==> config.mk <==
export PLATFORM = sky130hd
export DESIGN_NAME = timer_mc_core
export DESIGN_NICKNAME = d
export VERILOG_FILES = /design/src/rtl/timer_mc_core.sv
export SDC_FILE = /design/constraint.sdc
export NUM_CORES = 1
export LEC_CHECK = 0
export ABC_AREA = 1
export BUFFER_PORTS_ARGS = -buffer_cell sky130_fd_sc_hd__buf_2
export CAP_MARGIN = 25
export CORE_ASPECT_RATIO = 0.7
export CORE_MARGIN = 1
export CORE_UTILIZATION = 35
export DETAILED_ROUTE_END_ITERATION = 8
export PLACE_DENSITY = 0.62
export SLEW_MARGIN = 5
export SYNTH_ARGS = -nofsm -noshare
export SYNTH_HDL_FRONTEND = slang
export SYNTH_SLANG_ARGS = --single-unit
==> constraint.sdc <==
create_clock -name clk -period 2.5 [get_ports clk]
set_input_delay 0.5 -clock clk [delete_from_list [all_inputs] [get_ports clk]]
set_output_delay 0.5 -clock clk [all_outputs]
set_load 0.03 [all_outputs]
==> src/rtl/timer_mc_core.sv <==
// Multi-channel prescaled countdown timer with one-shot/periodic modes and a sticky expiry flag per channel.
// Optional feature macro: TIMER_MC_PERIODIC_EN enables the periodic reload path. Without it, every channel is one-shot.
module timer_mc_core #(
    parameter int NUM_CH   = 2,
    parameter int WIDTH    = 32,
    parameter int PS_WIDTH = 32
) (
    input  logic                       clk,
    input  logic                       reset_n,
    input  logic [NUM_CH*PS_WIDTH-1:0] prescaler_value,
    input  logic [NUM_CH*WIDTH-1:0]    timer_value,
    input  logic [NUM_CH-1:0]          periodic,
    input  logic [NUM_CH-1:0]          start,
    input  logic [NUM_CH-1:0]          stop,
    input  logic [NUM_CH-1:0]          irq_clear,
    output logic [NUM_CH*WIDTH-1:0]    curr_timer,
    output logic [NUM_CH-1:0]          ready,
    output logic [NUM_CH-1:0]          expired,
    output logic                       irq
);

    typedef enum logic [1:0] {
        IDLE      = 2'd0,
        PRESCALER = 2'd1,
        TIMER     = 2'd2,
        DONE      = 2'd3
    } state_t;

    localparam logic [PS_WIDTH-1:0] PS_ONE = PS_WIDTH'(1);
    localparam logic [WIDTH-1:0]    TM_ONE = WIDTH'(1);

`ifndef TIMER_MC_PERIODIC_EN
    logic unused_periodic;
    assign unused_periodic = ^periodic;
`endif

    for (genvar i = 0; i < NUM_CH; i++) begin : g_ch
        state_t              state_q, state_d;
        logic [PS_WIDTH-1:0] ps_q, ps_d, ps_in;
        logic [WIDTH-1:0]    tm_q, tm_d, tm_in;
        logic                ready_q, ready_d;
        logic                exp_q, exp_d, exp_set;

        assign ps_in = prescaler_value[i*PS_WIDTH +: PS_WIDTH];
        assign tm_in = timer_value[i*WIDTH +: WIDTH];

        always_ff @(posedge clk or negedge reset_n) begin
            if (!reset_n) begin
                state_q <= IDLE;
                ps_q    <= '0;
                tm_q    <= '0;
                ready_q <= 1'b1;
                exp_q   <= 1'b0;
            end else begin
                state_q <= state_d;
                ps_q    <= ps_d;
                tm_q    <= tm_d;
                ready_q <= ready_d;
                exp_q   <= exp_d;
            end
        end

        always_comb begin
            state_d = state_q;
            ps_d    = ps_q;
            tm_d    = tm_q;
            ready_d = ready_q;
            exp_set = 1'b0;
            case (state_q)
                IDLE: begin
                    if (start[i]) begin
                        ps_d    = ps_in;
                        tm_d    = tm_in;
                        ready_d = 1'b0;
                        state_d = PRESCALER;
                    end
                end
                PRESCALER: begin
                    if (stop[i])            state_d = DONE;
                    else if (ps_q == '0)    state_d = TIMER;
                    else                    ps_d    = ps_q - PS_ONE;
                end
                TIMER: begin
                    if (stop[i]) begin
                        state_d = DONE;
                    end else if (tm_q != '0) begin
                        tm_d    = tm_q - TM_ONE;
                        ps_d    = ps_in;
                        state_d = PRESCALER;
                    end else begin
                        exp_set = 1'b1;
                        state_d = DONE;
`ifdef TIMER_MC_PERIODIC_EN
                        // Periodic restart keeps ready low and picks up the live load values.
                        if (periodic[i]) begin
                            ps_d    = ps_in;
                            tm_d    = tm_in;
                            state_d = PRESCALER;
                        end
`endif
                    end
                end
                DONE: begin
                    ready_d = 1'b1;
                    state_d = IDLE;
                end
                default: state_d = IDLE;
            endcase
            // A natural expiry beats a coincident clear.
            exp_d = exp_set | (exp_q & ~irq_clear[i]);
        end

        assign curr_timer[i*WIDTH +: WIDTH] = tm_q;
        assign ready[i]                     = ready_q;
        assign expired[i]                   = exp_q;
    end

    always_ff @(posedge clk or negedge reset_n) begin
        if (!reset_n) irq <= 1'b0;
        else          irq <= |expired;
    end

endmodule

==> flow_metrics.py <==
metrics = {
    "run_status": {
        "status": "complete, no violations",
    },
    "clocking": {
        "root_buffer": "clkbuf_16",
        "clk_pin_slew_ns": 0.06,
        "cts_tree": "built",
        "cts_sinks": 137,
        "clk_latency_ns": 0.45,
        "numCtsBuffers": 17,
        "ctsResizeCount": 0,
        "htree_levels": 4,
        "clockBufferDepth": 2,
    },
    "power_and_ir_drop": {
        "peakVddDrop_mv": 0.5995,
        "p_clk_share_pct": 16.3,
        "power_frac_seq_pct": 27.7,
        "leakagePower_nw": 6.565,
        "power_density_mw_per_mm2": 1384,
        "p_comb_share_pct": 56.0,
        "p_int_w": 0.008104,
        "netSwitchingFraction_pct": 52.90,
        "p_sw_w": 0.009102,
    },
    "global_routing": {
        "grt-ovfl-total": 0,
        "grt_max_degree": 57,
        "antenna_found_initial": 2,
        "track_usage_pct": 21.75,
        "grt_pass1_vias": 10350,
        "grt_pass1_wl_mm": 53.44,
    },
    "final_layout": {
        "finalNonFillerCells": 2309,
        "num-fill-cells": 3115,
        "layout-drive-gt1-share_pct": 16.17,
        "area_growth_pct": 18.82,
        "final_nets": 2058,
        "fin_util_pct": 42.64,
    },
    "placement": {
        "placed_cells": 2274,
        "dp.final_hpwl_mm": 24.07,
        "portBuffers": 204,
        "gp_congestion": 0.9166,
        "place_ws_ns": 0.3236,
    },
    "floorplan": {
        "num_rows": 52,
        "start_util_pct": 35.89,
        "chipHeight_um": 146.6,
        "core_mm2": 0.02915,
        "boundaryPins": 207,
        "chipWidth_um": 208.6,
        "dieArea_mm2": 0.03059,
    },
    "yosys": {
        "ys_seq_elements": 137,
        "synthXorXnorAreaFrac_pct": 2.261,
        "synthMuxAreaShare_pct": 0.2871,
        "syn-num-nets": 1871,
        "async_flop_share_pct": 100.0,
        "synthAdderAreaFrac_pct": 0.4785,
        "synth_compound_area_share_pct": 8.553,
        "syn-cell-area_mm2": 0.01046,
        "ys_warn_count": 0,
        "synth-main-ff-cell": "dfrtp_1",
        "yosysSeqAreaShare_pct": 32.80,
        "synth-edff-count": 0,
        "synth_simple_gate_area_share_pct": 47.43,
        "synth_cells": 1729,
        "yosysUniqueCellTypes": 43,
        "syn_avg_cell_area_um2": 6.050,
        "synth_top_family_by_area": "simple AND/OR/NAND/NOR gates",
    },
    "setup_path": {
        "r2r_slack_ns": 0.33,
        "worstPathRequired_ns": 2.88,
        "rr_endpoint": "g_ch[0].ps_q[15]",
        "r2r_cells": 11,
        "crit_path_end_kind": "register",
        "crit_path_start_kind": "register",
        "worstPathMaxFanout": 32,
        "arrival_ns": 2.55,
        "cp-endpoint": "g_ch[0].ps_q[15]",
        "worstSetupStartpoint": "g_ch[0].ps_q[0]",
        "critPathKind": "register to register",
        "r2r-start": "g_ch[0].ps_q[0]",
    },
    "route": {
        "vias": 11260,
        "drcViolationCount": 0,
        "final_antenna_net_count": 0,
        "drt_pass1_iterations": 5,
        "avgViaCountPerCell": 4.878,
        "drtIter0Drc": 927,
        "post_drt_wl_per_cell_um": 14.03,
        "postRouteWirelength_mm": 32.39,
    },
    "sta": {
        "max_slew.worst_pin.slew_ns": 0.7835,
        "tns_ns": 0,
        "fmax_mhz": 460.4,
        "min_period_over_period_pct": 86.88,
        "slew_headroom_pct": 47.64,
        "final.min_clock_period_ns": 2.172,
        "drv_slew": 0,
        "rsz0062_at_grt": "no",
        "setup_violations": 0,
        "finalHoldViolations": 0,
        "skew_ns": 0.01253,
        "setup_slack_ns": 0.3281,
    },
    "min_path": {
        "hold_path_class": "primary input to register",
    },
    "flow_run": {
        "cap_violations": 0,
    },
}
## per-layer routing
layer / routed length [µm] / share of wire, % / global-route usage [%] / vias up
met5: 0 / 0 / 0 / -
met1: 16090 / 50 / 31.39 / 5129
li1: - / - / - / 5782
met2: 13760 / 42 / 32.53 / 319
met4: 445 / 1.4 / 5.809 / 0
met3: 2093 / 6.5 / 4.775 / 33
## kinds of logic after synthesis
logic type                 count (synthesis)
muxes                                      3
and+or+nand+nor                         1205
xor gates and xnor gates                  27
AOI/OAI and AO/OA                        165
adders and majority gates                  4
DFF                                      137
buffers and inverters                    188
## synth_stat cells, types with 2 or more instances
cell type  number  area [µm²]
a21o_1          2       15.01
buf_6          13       146.4
dfstp_2         2       52.55
nor2_1        269        1010
nand4_1        14       87.58
nor2_4         10       112.6
nor2_2         16       100.1
nand3_4         3       52.55
o21ai_0       115       575.6
nand4_4         2       42.54
o31ai_1         2       15.01
a21boi_0        3       22.52
ha_1            4       50.05
nand3_1       106       530.5
o21ai_1        13       65.06
inv_2          10       37.54
clkbuf_1       18       67.56
nand2_4         2       22.52
or2_2           5       31.28
xor2_1         15       131.4
buf_2          13       65.06
dfrtp_1       135        3378
mux2i_1         3       30.03
xnor2_1        12       105.1
inv_1         121       454.2
nand3b_1        4       30.03
nand3_2         2       20.02
o21bai_1       14       105.1
nand2_1       761        2856
a21oi_1        11       55.05
buf_4           9       67.56
nor3_1          6       30.03
nand2_2         4       25.02
## cells in the final DEF, fill, tap and decap left out, types with 12 or more instances in the layout
cell / synthesis / final
buf_4: 9 / 15
buf_2: 13 / 203
nor2_1: 269 / 268
o21bai_1: 14 / 14
inv_1: 121 / 121
xnor2_1: 12 / 12
o21ai_1: 13 / 13
o21ai_0: 115 / 115
nand4_1: 14 / 14
nor2_2: 16 / 17
clkbuf_16: 0 / 17
nand2_1: 761 / 761
xor2_1: 15 / 15
nand3_1: 106 / 106
dfrtp_1: 135 / 135
## power by group through the flow
stage	logic (W)	registers (W)	clock network [W]
2_1_floorplan	0.00658	0.00534	0
3_3_place_gp	0.00948	0.00473	0
3_5_place_dp	0.00965	0.00475	0
4_1_cts	0.00968	0.00474	0.00286
5_1_grt	0.0110	0.00495	0.00297
6_report	0.00964	0.00476	0.00280
## how the worst min path moves through the flow
stage | end | startpoint | depth (start not counted) | slack [ns]
4_1_cts | g_ch[0].exp_q | irq_clear[0] | 2 | 0.21
6_report | g_ch[0].exp_q | irq_clear[0] | 2 | 0.23
2_1_floorplan | g_ch[0].exp_q | reset_n | 0 | 0.20
5_1_grt | g_ch[1].exp_q | irq_clear[1] | 2 | 0.22
3_5_place_dp | g_ch[1].ps_q[15] | reset_n | 1 | 0.43
3_3_place_gp | g_ch[1].ps_q[15] | reset_n | 1 | 0.42
## critical path, cell delays in order, from the launching register on
cell and delay, ns:
dfrtp_1 0.35, inv_1 0.06, ha_1 0.27, nand2_2 0.15
nor2_4 0.06, nand2_1 0.06, nor2_1 0.06, nand2_1 0.09
nand2_4 0.11, nor2_4 0.64, nand2_1 0.11, nand2_1 0.10
## final cells by class
| class | count | area (µm²) | area share, % |
|---|---|---|---|
| antenna | 2 | 5.005 | 0.04027 |
| multi-input combinational | 1404 | 6175 | 49.68 |
| sequential | 137 | 3431 | 27.60 |
| clock buffer | 25 | 495.5 | 3.987 |
| tap | 378 | 473.0 | 3.805 |
| clock inverter | 7 | 137.6 | 1.107 |
| inverter | 133 | 501.7 | 4.037 |
| timing repair buffer | 223 | 1210 | 9.735 |
## flip-flops by register name, indices dropped and copies added, names as in the netlist
register	flops
g_ch.ps_q	64
g_ch.tm_q	64
irq	1
g_ch.exp_q	2
g_ch.ready_q	2
g_ch.state_q	4
## stage by stage
| step | total power, W | hold slack (ns) | cell area, µm² |
|---|---|---|---|
| 2_1_floorplan | 0.01192 | 0.2044 | 10460 |
| 3_3_place_gp | 0.01421 | 0.4222 | 11780 |
| 3_5_place_dp | 0.01439 | 0.4312 | 11780 |
| 4_1_cts | 0.01728 | 0.2116 | 12420 |
| 5_1_grt | 0.01888 | 0.2243 | 12430 |
| 6_report | 0.01721 | 0.2309 | 12430 |
## timing repair
action | 4_1_cts | 5_1_grt
endpoints found under the setup margin | 0 | 0
hold endpoints to repair | 31 | 0
hold buffers | 1 | 0
buffers inserted | 0 | 0
No activity file was read; power rests on OpenSTA's default activity.
